## config.mk

```make
export PLATFORM = sky130hd
export DESIGN_NAME = shifter_arbiter
export DESIGN_NICKNAME = d
export VERILOG_FILES = /design/src/rtl/shifter_defs.sv /design/src/rtl/barrel_shifter32.sv /design/src/rtl/rr_arb2.sv /design/src/rtl/shifter_arbiter.sv
export SDC_FILE = /design/constraint.sdc
export NUM_CORES = 1
export LEC_CHECK = 0
export CAP_MARGIN = 20
export CORE_AREA = 2 2 88 153
export CTS_CLUSTER_SIZE = 16
export DETAILED_ROUTE_END_ITERATION = 6
export DIE_AREA = 0 0 90 155
export PLACE_DENSITY = 0.84
export SLEW_MARGIN = 25
export SYNTH_ARGS = -nofsm -noshare
export SYNTH_HDL_FRONTEND = slang
export SYNTH_SLANG_ARGS = --single-unit
```

## constraint.sdc

```tcl
create_clock -name clk -period 10.1 [get_ports clk]
set_input_delay 1.01 -clock clk [delete_from_list [all_inputs] [get_ports clk]]
set_output_delay 1.01 -clock clk [all_outputs]
set_load 0.1 [all_outputs]
```

## src/rtl/shifter_defs.sv

```systemverilog
// Shared definitions for the shifter arbiter slice.
// Holds the shift-direction encodings, the round-robin priority
// encodings and the default datapath widths.
package shifter_defs;

    localparam int unsigned DEF_WIDTH   = 32;
    localparam int unsigned DEF_SHAMT_W = 5;

    localparam logic DIR_LEFT  = 1'b0;
    localparam logic DIR_RIGHT = 1'b1;

    typedef enum logic {
        PRI0 = 1'b0,
        PRI1 = 1'b1
    } pri_e;

endpackage

```

## src/rtl/barrel_shifter32.sv

```systemverilog
// Combinational logical barrel shifter.
// Ports:
//   data_in  - operand
//   shamt    - shift amount (0 passes the operand through)
//   dir      - DIR_LEFT / DIR_RIGHT, zero fill on both sides
//   data_out - shifted result
module barrel_shifter32
    import shifter_defs::*;
#(
    parameter int unsigned WIDTH   = DEF_WIDTH,
    parameter int unsigned SHAMT_W = DEF_SHAMT_W
) (
    input  logic [WIDTH-1:0]   data_in,
    input  logic [SHAMT_W-1:0] shamt,
    input  logic               dir,
    output logic [WIDTH-1:0]   data_out
);

    always_comb begin
        data_out = '0;
        if (dir == DIR_LEFT) begin
            data_out = data_in << shamt;
        end else begin
            data_out = data_in >> shamt;
        end
    end

endmodule

```

## src/rtl/rr_arb2.sv

```systemverilog
// Two-way round-robin arbiter with registered priority.
// Ports:
//   clk, reset - clock, asynchronous active-high reset
//   eligible   - per-requester eligibility this cycle
//   grant      - one-hot (or zero) grant, combinational from eligible/pri
module rr_arb2
    import shifter_defs::*;
(
    input  logic       clk,
    input  logic       reset,
    input  logic [1:0] eligible,
    output logic [1:0] grant
);

    pri_e pri_q, pri_d;

    always_comb begin
        grant = 2'b00;
        pri_d = pri_q;
        // A lone eligible requester always wins; pri only breaks ties.
        if (eligible == 2'b11) begin
            grant = (pri_q == PRI0) ? 2'b01 : 2'b10;
        end else begin
            grant = eligible;
        end
        if (grant[0]) begin
            pri_d = PRI1;
        end else if (grant[1]) begin
            pri_d = PRI0;
        end
    end

    always_ff @(posedge clk or posedge reset) begin
        if (reset) begin
            pri_q <= PRI0;
        end else begin
            pri_q <= pri_d;
        end
    end

endmodule

```

## src/rtl/shifter_arbiter.sv

```systemverilog
// Shares one barrel shifter between two valid/ready requesters.
// Round-robin grant, at most one shift per cycle, and a one-entry
// registered response buffer per requester.
// Ports:
//   clk, reset             - clock, asynchronous active-high reset
//   reqN_valid/ready       - request handshake for requester N
//   reqN_data/shamt/dir    - operand, shift amount, direction
//   respN_valid/ready/data - buffered result handshake for requester N
module shifter_arbiter
    import shifter_defs::*;
#(
    parameter int unsigned WIDTH   = DEF_WIDTH,
    parameter int unsigned SHAMT_W = DEF_SHAMT_W
) (
    input  logic               clk,
    input  logic               reset,
    input  logic               req0_valid,
    output logic               req0_ready,
    input  logic [WIDTH-1:0]   req0_data,
    input  logic [SHAMT_W-1:0] req0_shamt,
    input  logic               req0_dir,
    output logic               resp0_valid,
    input  logic               resp0_ready,
    output logic [WIDTH-1:0]   resp0_data,
    input  logic               req1_valid,
    output logic               req1_ready,
    input  logic [WIDTH-1:0]   req1_data,
    input  logic [SHAMT_W-1:0] req1_shamt,
    input  logic               req1_dir,
    output logic               resp1_valid,
    input  logic               resp1_ready,
    output logic [WIDTH-1:0]   resp1_data
);

    logic [1:0]         eligible;
    logic [1:0]         grant;
    logic [WIDTH-1:0]   sh_data_in;
    logic [SHAMT_W-1:0] sh_shamt;
    logic               sh_dir;
    logic [WIDTH-1:0]   sh_data_out;

    logic               resp0_valid_q, resp0_valid_d;
    logic               resp1_valid_q, resp1_valid_d;
    logic [WIDTH-1:0]   resp0_data_q, resp0_data_d;
    logic [WIDTH-1:0]   resp1_data_q, resp1_data_d;

    // A full buffer still accepts when it is being drained in the same
    // cycle. Eligibility is masked during reset so no ready is raised.
    always_comb begin
        eligible    = 2'b00;
        eligible[0] = req0_valid & (~resp0_valid_q | resp0_ready) & ~reset;
        eligible[1] = req1_valid & (~resp1_valid_q | resp1_ready) & ~reset;
    end

    rr_arb2 u_arb (
        .clk      (clk),
        .reset    (reset),
        .eligible (eligible),
        .grant    (grant)
    );

    always_comb begin
        req0_ready = grant[0];
        req1_ready = grant[1];
        sh_data_in = '0;
        sh_shamt   = '0;
        sh_dir     = DIR_LEFT;
        if (grant[0]) begin
            sh_data_in = req0_data;
            sh_shamt   = req0_shamt;
            sh_dir     = req0_dir;
        end else if (grant[1]) begin
            sh_data_in = req1_data;
            sh_shamt   = req1_shamt;
            sh_dir     = req1_dir;
        end
    end

    barrel_shifter32 #(
        .WIDTH   (WIDTH),
        .SHAMT_W (SHAMT_W)
    ) u_shift (
        .data_in  (sh_data_in),
        .shamt    (sh_shamt),
        .dir      (sh_dir),
        .data_out (sh_data_out)
    );

    // A new transfer takes precedence over a drain, so drain-and-refill
    // keeps valid high with the new result.
    always_comb begin
        resp0_valid_d = resp0_valid_q;
        resp0_data_d  = resp0_data_q;
        resp1_valid_d = resp1_valid_q;
        resp1_data_d  = resp1_data_q;
        if (grant[0]) begin
            resp0_valid_d = 1'b1;
            resp0_data_d  = sh_data_out;
        end else if (resp0_valid_q && resp0_ready) begin
            resp0_valid_d = 1'b0;
        end
        if (grant[1]) begin
            resp1_valid_d = 1'b1;
            resp1_data_d  = sh_data_out;
        end else if (resp1_valid_q && resp1_ready) begin
            resp1_valid_d = 1'b0;
        end
    end

    always_ff @(posedge clk or posedge reset) begin
        if (reset) begin
            resp0_valid_q <= 1'b0;
            resp1_valid_q <= 1'b0;
            resp0_data_q  <= '0;
            resp1_data_q  <= '0;
        end else begin
            resp0_valid_q <= resp0_valid_d;
            resp1_valid_q <= resp1_valid_d;
            resp0_data_q  <= resp0_data_d;
            resp1_data_q  <= resp1_data_d;
        end
    end

    always_comb begin
        resp0_valid = resp0_valid_q;
        resp1_valid = resp1_valid_q;
        resp0_data  = resp0_data_q;
        resp1_data  = resp1_data_q;
    end

endmodule

```

Word-level counts from Yosys, hierarchy flattened
Index checks and enable logic that the tools add are counted.
{"block": "classes", "n_eq_ne": 1, "shifts": 2, "n_mux": 15, "bitwise_logic": 9, "reduce_logical": 5}
{"operator": "$mux W32", "n": 3}
{"operator": "$shl A32 B5 Y32", "n": 1}
{"operator": "$shr A32 B5 Y32", "n": 1}
{"operator": "$mux W5", "n": 2}
{"operator": "$mux W1", "n": 8}
{"operator": "$reduce_bool A2 Y1", "n": 3}
{"operator": "$and A1 B1 Y1", "n": 4}
{"operator": "$mux W2", "n": 2}
{"operator": "$not A1 Y1", "n": 3}
{"operator": "$eq A2 B2 Y1 const B", "n": 1}
{"operator": "$logic_and A1 B1 Y1", "n": 2}
{"operator": "$or A1 B1 Y1", "n": 2}
{"block": "totals", "ff_bits": 67, "word_cells": 37}

Depth between registers and ports, before layout
{"block": "logic_depth", "word_depth": 10, "depth_mapped": 15}

Modules after synthesis
Synthesis repeated with hierarchy kept, for this count alone.
{"block": "unflattened", "cells_unflattened": 697, "area_unflattened_um2": 6727.7}
{"module": "barrel_shifter32", "instances": 1, "cells_per_inst": 497, "area_each_um2": 3789.9}
{"module": "shifter_arbiter", "instances": 1, "cells_per_inst": 192, "area_each_um2": 2874.0}
{"module": "rr_arb2", "instances": 1, "cells_per_inst": 8, "area_each_um2": 63.8}

Worst setup path before layout
Ideal clock, no wire load.
{"block": "synth_timing", "path_type": "input to register", "from": "in reset", "to": "reg resp0_data_q[17] (netlist: resp0_data[17])", "setup_time_ps": 69, "arrival_time_ps": 5055, "path_slack_ps": 4976, "cell_stages": 10, "n_path_buf": 4, "path_cell_list": "inv_1 clkbuf_1 buf_1 clkbuf_1 buf_1 nand4_1 nor2_1 a21oi_1 o211ai_1 mux2_2"}
{"block": "synth_between", "elab_chain_cells": 8, "elab_cells_between_ends": 14}
{"element": "start: declaration", "line_no": "shifter_arbiter.sv:16", "source": "input logic reset,"}
{"element": "$not A1 Y1 *", "line_no": "shifter_arbiter.sv:51, shifter_arbiter.sv:52"}
{"element": "$and A1 B1 Y1 (on tied branches)", "line_no": "shifter_arbiter.sv:51, shifter_arbiter.sv:52"}
{"element": "$eq A2 B2 Y1", "line_no": "rr_arb2.sv:21", "source": "if (eligible == 2'b11) begin"}
{"element": "$mux W2 *", "line_no": "rr_arb2.sv:21"}
{"element": "$mux W32 / $mux W5 (equally long branches)", "line_no": "shifter_arbiter.sv:72", "source": "end else if (grant[1]) begin"}
{"element": "$mux W32 / $mux W5 (equally long branches)", "line_no": "shifter_arbiter.sv:68", "source": "if (grant[0]) begin"}
{"element": "$shl A32 B5 Y32 / $shr A32 B5 Y32 (equally long branches)", "line_no": "barrel_shifter32.sv:22, barrel_shifter32.sv:24"}
{"element": "$mux W32", "line_no": "barrel_shifter32.sv:21", "source": "if (dir == DIR_LEFT) begin"}
{"element": "end signal: assignment", "line_no": "shifter_arbiter.sv:119", "source": "resp0_data_q <= resp0_data_d;"}
{"element": "end: declaration", "line_no": "shifter_arbiter.sv:44", "source": "logic [WIDTH-1:0] resp0_data_q, resp0_data_d;"}
Every way passes the cells marked *; elsewhere a longest branch is shown, timed or not.
A chain may end at the register's enable or synchronous reset.

Worst setup path after layout
{"block": "layout_timing", "from": "in resp1_ready", "to": "out req0_ready"}
{"block": "layout_between", "elab_chain_cells": 5}
{"element": "start: declaration", "line_no": "shifter_arbiter.sv:31", "source": "input logic resp1_ready,"}
{"element": "$or A1 B1 Y1", "line_no": "shifter_arbiter.sv:52", "source": "eligible[1] = req1_valid & (~resp1_valid_q | resp1_ready) & ~reset;"}
{"element": "$and A1 B1 Y1 (2 in series)", "line_no": "shifter_arbiter.sv:52"}
{"element": "$eq A2 B2 Y1", "line_no": "rr_arb2.sv:21"}
{"element": "$mux W2", "line_no": "rr_arb2.sv:21"}
{"element": "end: declaration", "line_no": "shifter_arbiter.sv:18", "source": "output logic req0_ready,"}
Every way passes these cells.

==> impl_metrics.tcl <==
set metrics [dict create \
    skew_ps 11.2 \
    pwr-share-comb_pct 67.1 \
    synth_flop_cell "dfrtp_1" \
    hold_violations 0 \
    fin_crit_sh_pct 54.3 \
    htree_num_levels 3 \
    tightest_slew_ps 1060 \
    rsz0062_at_grt "no" \
    dr.pass1.iters 6 \
    track_usage_pct 43.0 \
    drive_gt1_share_pct 9.50 \
    swShare_pct 58.2 \
    synth_cell_types 74 \
    dp_cells 1165 \
    drc 0 \
    start_util_pct 55.3 \
    ctsHoldBuffers 0 \
    area_growth_syn_to_layout_pct 24.5 \
    ioPinCount 150 \
    critPathTopFamily "buffers and inverters" \
    grt_antenna_before_repair 0 \
    grt.overflow.total 0 \
    vdd_drop_max_uv 343 \
    drtAntennaViolNets 0 \
    first_global_vias 8337 \
    wl_met3_um 3240 \
    diodes 0 \
    maxCapViolCount 0 \
    cp_data_required_time_ps 9090 \
    grt_pass1_wl_um 47500 \
    synth_seq_cells 67 \
    timing.fmax_ghz 0.182 \
    drv_slew 0 \
    rows 55 \
    startpoint_type "primary input" \
    hold_path_class "flip-flop to flip-flop" \
    cts.clk_slew.worst_paths_ps 60 \
    post-cts-setup-buffers 0 \
    clk_latency_ps 340 \
    wl_um 31200 \
    wl_per_cell_um 26.4 \
    finalSetupViolCount 0 \
    final_cell_count_no_fill 1181 \
    p_leak_nw 3.24 \
    fin_ws_ps 4620 \
    pwr-share-clk_pct 14.5 \
    portBuffers 149 \
    nets 1087 \
    end_kind "output pin" \
    crit_type "primary input to output pin" \
    die_w_um 90 \
    highest_layer "met4" \
    core_area_mm2 0.0128 \
    slew_headroom_pct 29.1 \
    p_sw_mw 1.30 \
    cpMostUsedCell "clkdlybuf4s50_1" \
    pre_cts_ws_ps 4640 \
    cts-resized-gates 0 \
    die_y_um 155 \
    p_per_area_mw_per_mm2 253 \
    slowest_stage "clkdlybuf4s50_1" \
    slowest_delay_ps 1210 \
    vias 8780 \
    synth-edff-count 0 \
    arrival_ps 4470 \
    hpwl_um 23000 \
    crit_fanout 53 \
    cp_cell_sequence "clkdlybuf4s50_1 > nor2b_1 > o211a_1 > buf_4 > nand2_1 > inv_2 > clkdlybuf4s50_1" \
    internal_power_mw 0.933 \
    cts_buffers 9 \
    nFillCells 1094 \
    drt_iter0_drc 1306 \
    seqPwrFrac_pct 18.4 \
    status "complete, no violations" \
    fin_crit_ps 5480 \
    met2_wirelength_um 14400 \
    syn_nets 1002 \
    async_reset_ff_share_pct 100 \
    avgSynthCellArea_um2 7.69 \
    netlist_instances 920 \
    gp_congestion 1.12 \
    vias_per_cell 7.43 \
    yosys_warnings 0 \
    grt_max_degree 91 \
    synth_area_mm2 0.00708 \
    cts_max_path_buffers 2 \
    cts_tree "yes" \
    setup-tns-final_ps 0 \
    crit_buf_inv 4 \
    ys_seq_area_share_pct 23.7 \
    dieArea_mm2 0.0140 \
    met1_length_um 10800 \
    cts_sinks 67 \
    cts_root_buffer "clkbuf_16" \
]
[per-layer routing]
metal / GRT usage (%) / vias up
met3: 7.94 / 174
met1: 50.5 / 4090
met2: 70.0 / 731
met5: 0 / -
met4: 31.5 / 0
li1: - / 3785
[through the flow]
stage	cell area, um^2	utilization [%]	hold slack (ps)	power, mW
floorplan	7080	-	481	1.49
detailed placement	8510	66.5	494	1.88
CTS	8810	68.8	507	2.21
global route	8810	68.8	518	2.30
finish	8810	68.8	505	2.23
global placement	8510	66.5	489	1.87
[path summary, 6_finish.rpt]
path	start	to	slack (ps)	cells after the start
worst min register to register	resp1_data[9]	resp1_data[9]	510	1
worst max-delay path	resp1_ready	req0_ready	4620	7
worst min-delay path	resp1_data[9]	resp1_data[9]	510	1
max in group asynchronous	reset	resp1_data[14]	7750	3
min in group asynchronous	reset	resp1_data[2]	1140	2
worst max register to register	resp1_valid	resp0_data[15]	5360	12
[synthesized netlist by cell type (all sizes together), types with 4 or more instances]
cell	number	area (um^2)
mux2	32	360
o22a	23	201
o31ai	4	30.0
a21o	4	30.0
nand2b	6	37.5
buf	52	279
a311oi	6	58.8
o21ai	31	155
inv	7	26.3
nand4	6	37.5
nor3	32	160
nand3	22	110
clkbuf	43	161
nor2	126	475
o22ai	15	93.8
a2111oi	21	185
a211oi	22	183
nor2b	4	25.0
a2bb2oi	6	52.6
o21a	5	37.5
o211ai	20	155
a32oi	5	43.8
a31o	4	35.0
dfrtp	67	1680
a221o	6	60.1
a31oi	20	125
and2	4	25.0
nand2	64	240
a21oi	79	399
mux2i	38	380
a22o	13	114
a22oi	46	369
a32o	4	40.0
o2111ai	4	35.0
o221ai	4	35.0
a211o	4	35.0
nor4	7	43.8
o311ai	6	52.6
o2bb2ai	9	78.8
or2	5	31.3
a221oi	19	173
[flip-flops by register name, summed over array words and instances, names as in the netlist]
signal and cells:
resp0_data 32, resp1_data 32, resp1_valid 1, resp0_valid 1
u_arb.pri_q 1
[layout by cell type (no fill, tap or decap), types with 5 or more instances in the layout]
cell type / instances
nand2_1: 64
nand3_1: 22
o2bb2ai_1: 9
a21oi_1: 78
a22oi_1: 43
mux2_2: 32
a2bb2oi_1: 6
nor4_1: 7
nand2b_1: 6
a221oi_1: 18
a22o_1: 12
o22a_1: 23
nor3_1: 32
nand4_1: 6
buf_4: 20
o21ai_0: 27
dfrtp_1: 67
a311oi_1: 5
clkbuf_16: 9
a2111oi_0: 20
clkdlybuf4s50_1: 148
a211oi_1: 20
o311ai_0: 5
o211ai_1: 19
a31oi_1: 20
mux2i_1: 38
nor2_1: 122
a32oi_1: 5
o21a_1: 5
a221o_1: 6
o22ai_1: 15
[kinds of logic (layout without fill, tap and decap cells)]
family,after synthesis,count (layout),synth area share [%]
AO/OA/AOI/OAI,397,397,41.5
buffers and inverters,102,192,6.59
flip-flops,67,67,23.7
multiplexers,71,71,10.8
AND/OR/NAND/NOR,283,283,17.4
[worst reg2reg max path: stages (launching register included)]
cell,delay [ps]
dfrtp_1,360
nor2b_1,520
o211a_1,250
buf_4,460
a22o_1,270
buf_4,340
nand2_1,390
buf_4,410
a2111oi_0,840
o21ba_2,310
nor2_1,90
a221oi_1,100
a31oi_1,300
[layout make-up]
cell class | instances | area, um^2 | area share (%)
clock buffer | 10 | 239 | 2.71
inverter | 7 | 27.5 | 0.312
timing repair buffer | 169 | 1640 | 18.6
clock inverter | 6 | 65.1 | 0.738
tap | 171 | 214 | 2.43
multi-input combinational | 751 | 4950 | 56.2
sequential | 67 | 1680 | 19.0
[power groups by stage]
stage / Clock, mW / Combinational [mW] / Sequential [mW]
after CTS: 0.323 / 1.47 / 0.411
after detailed placement: 0 / 1.47 / 0.413
after floorplan: 0 / 0.450 / 1.04
after global placement: 0 / 1.46 / 0.412
after global routing: 0.335 / 1.54 / 0.421
final: 0.323 / 1.50 / 0.412
(Power assumes the default switching activity.)
